$ cat config.mk
export PLATFORM = sky130hd
export DESIGN_NAME = ped_request_unit
export DESIGN_NICKNAME = d
export VERILOG_FILES = /design/src/rtl/ped_request_unit.sv
export SDC_FILE = /design/constraint.sdc
export NUM_CORES = 1
export LEC_CHECK = 0
export CAP_MARGIN = 20
export CORE_MARGIN = 4
export CORE_UTILIZATION = 50
export DETAILED_ROUTE_END_ITERATION = 10
export GPL_TIMING_DRIVEN = 0
export PLACE_DENSITY = 0.64
export SLEW_MARGIN = 20
export SYNTH_ARGS = -nofsm -noshare
export SYNTH_HDL_FRONTEND = slang
export SYNTH_SLANG_ARGS = --single-unit
$ cat constraint.sdc
create_clock -name clk -period 2.4 [get_ports clk]
set_input_delay 0.36 -clock clk [delete_from_list [all_inputs] [get_ports clk]]
set_output_delay 0.36 -clock clk [all_outputs]
set_load 0.1 [all_outputs]
$ cat src/rtl/ped_request_unit.sv
// ped_request_unit
//   Front end of the intersection traffic controller for the two pedestrian
//   push-buttons. Each button goes through its own channel: a two-flop
//   synchroniser, a tick-based debouncer, a request FSM that latches a
//   crossing request until the controller acknowledges it, a post-service
//   cooldown that drops new presses, and a stuck-button fault detector.
//   Channel 0 is vertical, channel 1 is horizontal; they never interact.
//
// Ports
//   clk, rst_n       system clock, asynchronous active-low reset
//   tick_in          time-base strobe; all tick counters advance only on it
//   btn_v, btn_h     raw asynchronous buttons, active-high
//   ack_v, ack_h     one-cycle "request served" pulses from the controller
//   req_v, req_h     latched crossing requests (registered)
//   fault_v, fault_h stuck-button indications (registered)
module ped_request_unit #(
  parameter int unsigned DEBOUNCE_TICKS = 4,
  parameter int unsigned COOLDOWN_TICKS = 20,
  parameter int unsigned STUCK_TICKS    = 100,
  parameter int unsigned CNT_W          = 8
) (
  input  logic clk,
  input  logic rst_n,
  input  logic tick_in,
  input  logic btn_v,
  input  logic btn_h,
  input  logic ack_v,
  input  logic ack_h,
  output logic req_v,
  output logic req_h,
  output logic fault_v,
  output logic fault_h
);

  typedef enum logic [1:0] {
    ST_IDLE,
    ST_REQ,
    ST_COOLDOWN,
    ST_STUCK
  } state_e;

  localparam logic [CNT_W-1:0] DEB_LAST  = CNT_W'(DEBOUNCE_TICKS - 1);
  localparam logic [CNT_W-1:0] COOL_LAST = CNT_W'(COOLDOWN_TICKS - 1);
  localparam logic [CNT_W-1:0] STUCK_LIM = CNT_W'(STUCK_TICKS);
  localparam logic [CNT_W-1:0] CNT_ONE   = CNT_W'(1);

  logic [1:0] btn;
  logic [1:0] ack;
  logic [1:0] req;
  logic [1:0] fault;

  assign btn = {btn_h, btn_v};
  assign ack = {ack_h, ack_v};

  for (genvar ch = 0; ch < 2; ch++) begin : g_ch
    logic             sync1_q, sync1_d;
    logic             sync2_q, sync2_d;
    logic             deb_q, deb_d;
    logic             deb_prev_q, deb_prev_d;
    logic [CNT_W-1:0] deb_cnt_q, deb_cnt_d;
    logic [CNT_W-1:0] stuck_cnt_q, stuck_cnt_d;
    logic [CNT_W-1:0] cool_cnt_q, cool_cnt_d;
    state_e           state_q, state_d;
    logic             req_q, req_d;
    logic             fault_q, fault_d;
    logic             press;
    logic             stuck_hit;

    always_comb begin
      sync1_d     = btn[ch];
      sync2_d     = sync1_q;
      deb_d       = deb_q;
      deb_cnt_d   = deb_cnt_q;
      deb_prev_d  = deb_q;
      stuck_cnt_d = stuck_cnt_q;
      cool_cnt_d  = cool_cnt_q;
      state_d     = state_q;

      // Debounce: any agreeing cycle restarts the count, so only an
      // uninterrupted run of DEBOUNCE_TICKS disagreeing ticks flips the level.
      if (sync2_q == deb_q) begin
        deb_cnt_d = '0;
      end else if (tick_in) begin
        if (deb_cnt_q == DEB_LAST) begin
          deb_d     = ~deb_q;
          deb_cnt_d = '0;
        end else begin
          deb_cnt_d = deb_cnt_q + CNT_ONE;
        end
      end

      // Press pulses on the cycle after the debounced level rises.
      press = deb_q & ~deb_prev_q;

      if (!deb_q) begin
        stuck_cnt_d = '0;
      end else if (tick_in && (stuck_cnt_q != STUCK_LIM)) begin
        stuck_cnt_d = stuck_cnt_q + CNT_ONE;
      end

      // The counter saturates, so this stays true for as long as the
      // button remains debounced-high after the threshold.
      stuck_hit = deb_q && (stuck_cnt_q == STUCK_LIM);

      unique case (state_q)
        ST_IDLE: begin
          if (stuck_hit)  state_d = ST_STUCK;
          else if (press) state_d = ST_REQ;
        end
        ST_REQ: begin
          if (stuck_hit) begin
            state_d = ST_STUCK;
          end else if (ack[ch]) begin
            state_d    = ST_COOLDOWN;
            cool_cnt_d = '0;
          end
        end
        ST_COOLDOWN: begin
          if (stuck_hit) begin
            state_d = ST_STUCK;
          end else if (tick_in) begin
            if (cool_cnt_q == COOL_LAST) begin
              state_d    = ST_IDLE;
              cool_cnt_d = '0;
            end else begin
              cool_cnt_d = cool_cnt_q + CNT_ONE;
            end
          end
        end
        ST_STUCK: begin
          if (!deb_q) state_d = ST_IDLE;
        end
        default: state_d = ST_IDLE;
      endcase

      req_d   = (state_d == ST_REQ);
      fault_d = (state_d == ST_STUCK);
    end

    always_ff @(posedge clk or negedge rst_n) begin
      if (!rst_n) begin
        sync1_q     <= 1'b0;
        sync2_q     <= 1'b0;
        deb_q       <= 1'b0;
        deb_prev_q  <= 1'b0;
        deb_cnt_q   <= '0;
        stuck_cnt_q <= '0;
        cool_cnt_q  <= '0;
        state_q     <= ST_IDLE;
        req_q       <= 1'b0;
        fault_q     <= 1'b0;
      end else begin
        sync1_q     <= sync1_d;
        sync2_q     <= sync2_d;
        deb_q       <= deb_d;
        deb_prev_q  <= deb_prev_d;
        deb_cnt_q   <= deb_cnt_d;
        stuck_cnt_q <= stuck_cnt_d;
        cool_cnt_q  <= cool_cnt_d;
        state_q     <= state_d;
        req_q       <= req_d;
        fault_q     <= fault_d;
      end
    end

    assign req[ch]   = req_q;
    assign fault[ch] = fault_q;
  end

  assign req_v   = req[0];
  assign req_h   = req[1];
  assign fault_v = fault[0];
  assign fault_h = fault[1];

endmodule

Word-level counts from Yosys, hierarchy flattened
Index checks and enable logic that the tools add are counted.
{"block": "classes", "n_reduce_logical": 14, "mux": 40, "addsub": 6, "n_eq_ne": 30, "bitwise": 8}
{"cell": "8-bit 2-to-1 mux", "count": 20}
{"cell": "8-bit by 1-bit adder with 8-bit output (second input constant)", "count": 6}
{"cell": "2-bit 2-to-1 mux", "count": 16}
{"cell": "8-bit one-hot mux with 2 select lines", "count": 2}
{"cell": "8-bit by 2-bit equality test with 1-bit output (second input constant)", "count": 2}
{"cell": "8-bit by 5-bit equality test with 1-bit output (second input constant)", "count": 2}
{"cell": "8-bit by 7-bit equality test with 1-bit output (second input constant)", "count": 2}
{"cell": "2-bit != test (second input constant)", "count": 8}
{"cell": "8-bit by 7-bit != test with 1-bit output (second input constant)", "count": 2}
{"cell": "2-bit one-hot mux with 4 select lines", "count": 2}
{"cell": "2-bit equality test (second input constant)", "count": 6}
{"cell": "5-bit AND reduction", "count": 2}
{"cell": "2-bit by 1-bit equality test with 1-bit output (second input constant)", "count": 4}
{"cell": "2-bit nonzero test", "count": 4}
{"cell": "1-bit inverter", "count": 6}
{"cell": "3-bit AND reduction", "count": 2}
{"cell": "1-bit logical AND", "count": 4}
{"cell": "2-bit logical NOT", "count": 2}
{"cell": "2-bit by 1-bit != test with 1-bit output (second input constant)", "count": 2}
{"cell": "1-bit AND", "count": 2}
{"cell": "1-bit equality test", "count": 2}
{"block": "word_totals", "reg_bits": 64, "elab_cells": 118, "out_inout_bits": 4}

Longest topological paths before layout
{"block": "logic_depth", "depth_word": 6, "ltp_mapped": 7, "depth_no_buf": 7}

Worst setup path before layout
No wires, ideal clock.
{"block": "synth_path", "path_kind": "flip-flop to flip-flop", "start": "register g_ch[0].stuck_cnt_q[0]", "end": "register g_ch[0].cool_cnt_q[0]", "stages_incl_launch_ff": 7, "t_arrival_ns": 1.774, "slack_ns": 0.501, "required_ns": 2.275, "synth_period_minus_slack_ns": 1.899, "path_buffers": 0, "setup_time_ns": 0.125, "cell_sequence": "dfrtp_1 > inv_1 > ha_1 > or4b_4 > o32ai_4 > nor2_2 > mux2_2"}
{"block": "synth_via", "elab_chain_len": 4}
{"element": "start: declaration", "line_no": "61", "text": "logic [CNT_W-1:0] stuck_cnt_q, stuck_cnt_d;"}
{"element": "start signal: assignment", "line_no": "158", "text": "stuck_cnt_q <= stuck_cnt_d;"}
{"element": "8-bit by 7-bit equality test with 1-bit output (*)", "line_no": "103", "text": "stuck_hit = deb_q && (stuck_cnt_q == STUCK_LIM);"}
{"element": "1-bit logical AND (*)", "line_no": "103"}
{"element": "2-bit != test (no line)"}
{"element": "5-bit AND reduction (no line) (*)"}
{"element": "end signal: assignment", "line_no": "159", "text": "cool_cnt_q <= cool_cnt_d;"}
{"element": "end: declaration", "line_no": "62", "text": "logic [CNT_W-1:0] cool_cnt_q, cool_cnt_d;"}
Mark *: on every way between the ends. The rest lies on a longest branch, timed or not.
A chain may end at the register's enable or synchronous reset.

Worst setup path after layout
{"block": "layout_path", "start": "register g_ch[1].fault_q, in the netlist fault_h", "end": "output port fault_h"}
{"element": "start: declaration", "line_no": "65", "text": "logic fault_q, fault_d;"}
{"element": "start signal: assignment", "line_no": "162", "text": "fault_q <= fault_d;"}
{"element": "end: declaration", "line_no": "32", "text": "output logic fault_h"}
No word-level cell between the ends.

==> flow_metrics.env <==
export IMPL_vias_per_cell=5.71
export IMPL_clock_path_buffers=2
export IMPL_nets=361
export IMPL_die_h_microns=88.7
export IMPL_ys_seq_area_share_pct=49.2
export IMPL_clock_skew_ps=7.39
export IMPL_synthFlopType="dfrtp_1"
export IMPL_cts_sinks=64
export IMPL_clkTransAtPathRegs_ps=70
export IMPL_rr_endpoint="g_ch[0].cool_cnt_q[0]"
export IMPL_syn_cell_area_sq_mm=0.00326
export IMPL_vdd_drop_max_v=0.000548
export IMPL_die_w_microns=88.7
export IMPL_cp_required_ps=2040
export IMPL_min_period_ps=2150
export IMPL_worst_hold_startpoint="g_ch[1].sync1_q"
export IMPL_n_antenna_cell=0
export IMPL_met3_usage_pct=5.77
export IMPL_powerDensity_mw_per_mm2=918
export IMPL_synth_seq_cells=64
export IMPL_area_growth_pct=12.1
export IMPL_overflow=0
export IMPL_cp_cell_sequence="clkdlybuf4s50_1"
export IMPL_rows=29
export IMPL_worstPathMaxFanout=1
export IMPL_p_leak_nw=1.57
export IMPL_outcome="finished clean"
export IMPL_finalWeightedCongestion=0.839
export IMPL_yosys_warnings=0
export IMPL_grt_pass1_wl_mm=10.5
export IMPL_first_global_vias=2308
export IMPL_r2r_cells=6
export IMPL_core_area_sq_mm=0.00635
export IMPL_cpLargestDelayFamily="buffers and inverters"
export IMPL_cts_htree_levels=3
export IMPL_final_layout_size_suffix_gt1_share_pct=7.98
export IMPL_power_switching_mw=1.22
export IMPL_report_final_slew_viol_count=0
export IMPL_final_common_cell="dfrtp_1"
export IMPL_path_buf_inv=1
export IMPL_period_share_pct=89.7
export IMPL_dp_cells=411
export IMPL_postCtsSetupBuffers=0
export IMPL_clk_latency_ps=330
export IMPL_fmax_ghz=0.465
export IMPL_drc_errors=0
export IMPL_crit_slowest_cell="clkdlybuf4s50_1"
export IMPL_start_util_pct=51.3
export IMPL_r2r_start="g_ch[0].stuck_cnt_q[0]"
export IMPL_dp_hpwl_mm=4.23
export IMPL_syn_num_nets=339
export IMPL_switching_share_pct=36.5
export IMPL_power_frac_seq_pct=43.5
export IMPL_start_kind="register"
export IMPL_finalSetupViolations=0
export IMPL_routedWlPerCell_microns=14.5
export IMPL_crit_type="reg -> out"
export IMPL_postRouteAntennaNets=0
export IMPL_numCtsBuffers=9
export IMPL_portBuffers=9
export IMPL_cts_tree="done"
export IMPL_top_usage_layer="met2"
export IMPL_rsz0062_at_grt="false"
export IMPL_grt_util_met1_pct=23.6
export IMPL_avgSynthCellArea_sq_um=10.0
export IMPL_fin_ws_ps=248
export IMPL_async_flop_share_pct=100
export IMPL_final_cell_mix="dfrtp_1 (64), nand2_1 (25), nor2_1 (23), o21ai_0 (22), nand3_1 (18)"
export IMPL_die_area_sq_mm=0.00787
export IMPL_grt_max_degree=42
export IMPL_hold_path_class="reg -> reg"
export IMPL_hold_end="g_ch[1].sync2_q"
export IMPL_drt_pass1_iter_count=5
export IMPL_worstMarginPinSlew_ps=982
export IMPL_routed_via_count=2446
export IMPL_hold_path_depth=0
export IMPL_nFillCells=547
export IMPL_endpoint_kind="output pin"
export IMPL_slowest_delay_ps=1130
export IMPL_grt_use_total_pct=17.3
export IMPL_slew_headroom_pct=34.3
export IMPL_comb_power_share_pct=30.5
export IMPL_hold_violations=0
export IMPL_power_frac_clock_pct=26.0
export IMPL_critPathArrivalTime_ps=1790
export IMPL_pre_cts_ws_ps=326
export IMPL_p_int_mw=2.13
export IMPL_antenna_found_initial=0
export IMPL_syn_inst=324
export IMPL_drt_wl_total_mm=6.19
export IMPL_finalNonFillerCells=428
export IMPL_reg2reg_slack_ps=310
export IMPL_met2_usage_pct=25.9
export IMPL_cap_viol_max_count=0
export IMPL_drtIter0Drc=81
export IMPL_ios=11
export IMPL_synthDistinctLibCells=54
export IMPL_clockRootBuffer="clkbuf_8"
export IMPL_synth_edf_count=0
repair_timing:
action                                 4_1_cts  5_1_grt
endpoints found under the hold margin       23        0
hold buffers                                 1        0
gates resized for setup                      0        0
cells in the mapped netlist, drive strengths merged, types with 2 or more instances:
cell,instances,share of area [%]
and3b,4,1.1
nor3,7,1.1
nor2b,5,0.96
xnor2,9,2.4
nand4,7,1.3
o211ai,5,1.2
mux2,3,1.0
o31ai,3,0.69
clkbuf,4,0.50
nand2b,8,1.5
mux2i,2,0.61
a21boi,2,0.46
o2111ai,3,0.81
a21oi,12,2.0
ha,8,3.1
a21o,5,1.2
xor2,9,2.4
a211oi,2,0.46
buf,2,0.31
a22o,10,2.7
nor3b,2,0.46
nor4b,5,1.3
nand3,18,2.8
and2,5,0.96
or4b,2,0.73
nand2,25,2.9
dfrtp,64,49
o21ai,24,3.8
and3,6,1.2
inv,11,1.3
nor2,24,2.8
o22ai,4,0.96
a31oi,3,0.58
or3,7,1.3
or2,2,0.38
worst reg2reg max path, delay by kind of cell (launching register included):
| kind | cells | cell delay (ps) |
|---|---|---|
| AOI/OAI and AO/OA | 1 | 370 |
| and+or+nand+nor | 2 | 670 |
| DFF | 1 | 430 |
| muxes | 1 | 280 |
| buffers and inverters | 1 | 110 |
| adders and majority gates | 1 | 140 |
cell families after synthesis:
logic type,share of synthesized area [%]
xor gates and xnor gates,4.84
AOI/OAI and AO/OA,17.4
DFF,49.2
adders and majority gates,3.07
buffers and inverters,2.19
muxes,1.65
and+or+nand+nor,21.6
metal layers:
layer / wire length [microns] / share of wire (%) / vias up
met3: 187 / 3.0 / 8
met5: 0 / 0 / -
li1: - / - / 1228
met2: 2700 / 44 / 24
met1: 3200 / 52 / 1186
met4: 95 / 1.5 / 0
per-stage QoR:
step | instance area [sq um] | total power [mW] | setup TNS, ps | hold slack [ps] | utilization (%)
floorplan | 3260 | 2.22 | 0 | 64.4 | -
global placement | 3440 | 2.48 | -74520 | 335 | 54.2
detailed placement | 3460 | 2.50 | 0 | 281 | 54.5
CTS | 3650 | 3.38 | 0 | 349 | 57.5
global route | 3650 | 3.58 | 0 | 362 | 57.5
finish | 3650 | 3.35 | 0 | 344 | 57.5
worst max path at each step:
stage / from / endpoint / slack [ps] / cells after the start
after floorplan: g_ch[0].stuck_cnt_q[0] / g_ch[0].cool_cnt_q[0] / 500 / 6
after global placement: rst_n / g_ch[1].stuck_cnt_q[2] / -1170 / 1
after detailed placement: g_ch[0].stuck_cnt_q[0] / g_ch[0].cool_cnt_q[0] / 330 / 6
after CTS: fault_h / fault_h / 220 / 1
after global routing: fault_h / fault_h / 190 / 1
final: fault_h / fault_h / 250 / 1
final cells by class:
type                       instances  area [sq um]  area share, %
buffer                             6          26.3          0.720
clock buffer                      13           139           3.80
clock inverter                     3          42.5           1.17
inverter                          12          45.0           1.23
multi-input combinational        242          1580           43.4
sequential                        64          1600           43.9
tap                               77          96.3           2.64
timing repair buffer              11           118           3.22
power by group through the flow:
stage | Combinational (mW) | Clock [mW] | Sequential [mW]
2_1_floorplan | 0.639 | 0 | 1.58
3_3_place_gp | 1.01 | 0 | 1.47
3_5_place_dp | 1.02 | 0 | 1.47
4_1_cts | 1.03 | 0.895 | 1.45
5_1_grt | 1.14 | 0.953 | 1.49
6_report | 1.02 | 0.872 | 1.46
registers in the layout, indices dropped and copies added, names as in the netlist:
| signal | count |
|---|---|
| fault_h | 1 |
| fault_v | 1 |
| g_ch.cool_cnt_q | 16 |
| g_ch.deb_cnt_q | 16 |
| g_ch.deb_prev_d | 2 |
| g_ch.deb_prev_q | 2 |
| g_ch.state_q | 4 |
| g_ch.stuck_cnt_q | 16 |
| g_ch.sync1_q | 2 |
| g_ch.sync2_q | 2 |
| req_h | 1 |
| req_v | 1 |
Power figures use the tool's default switching activity.
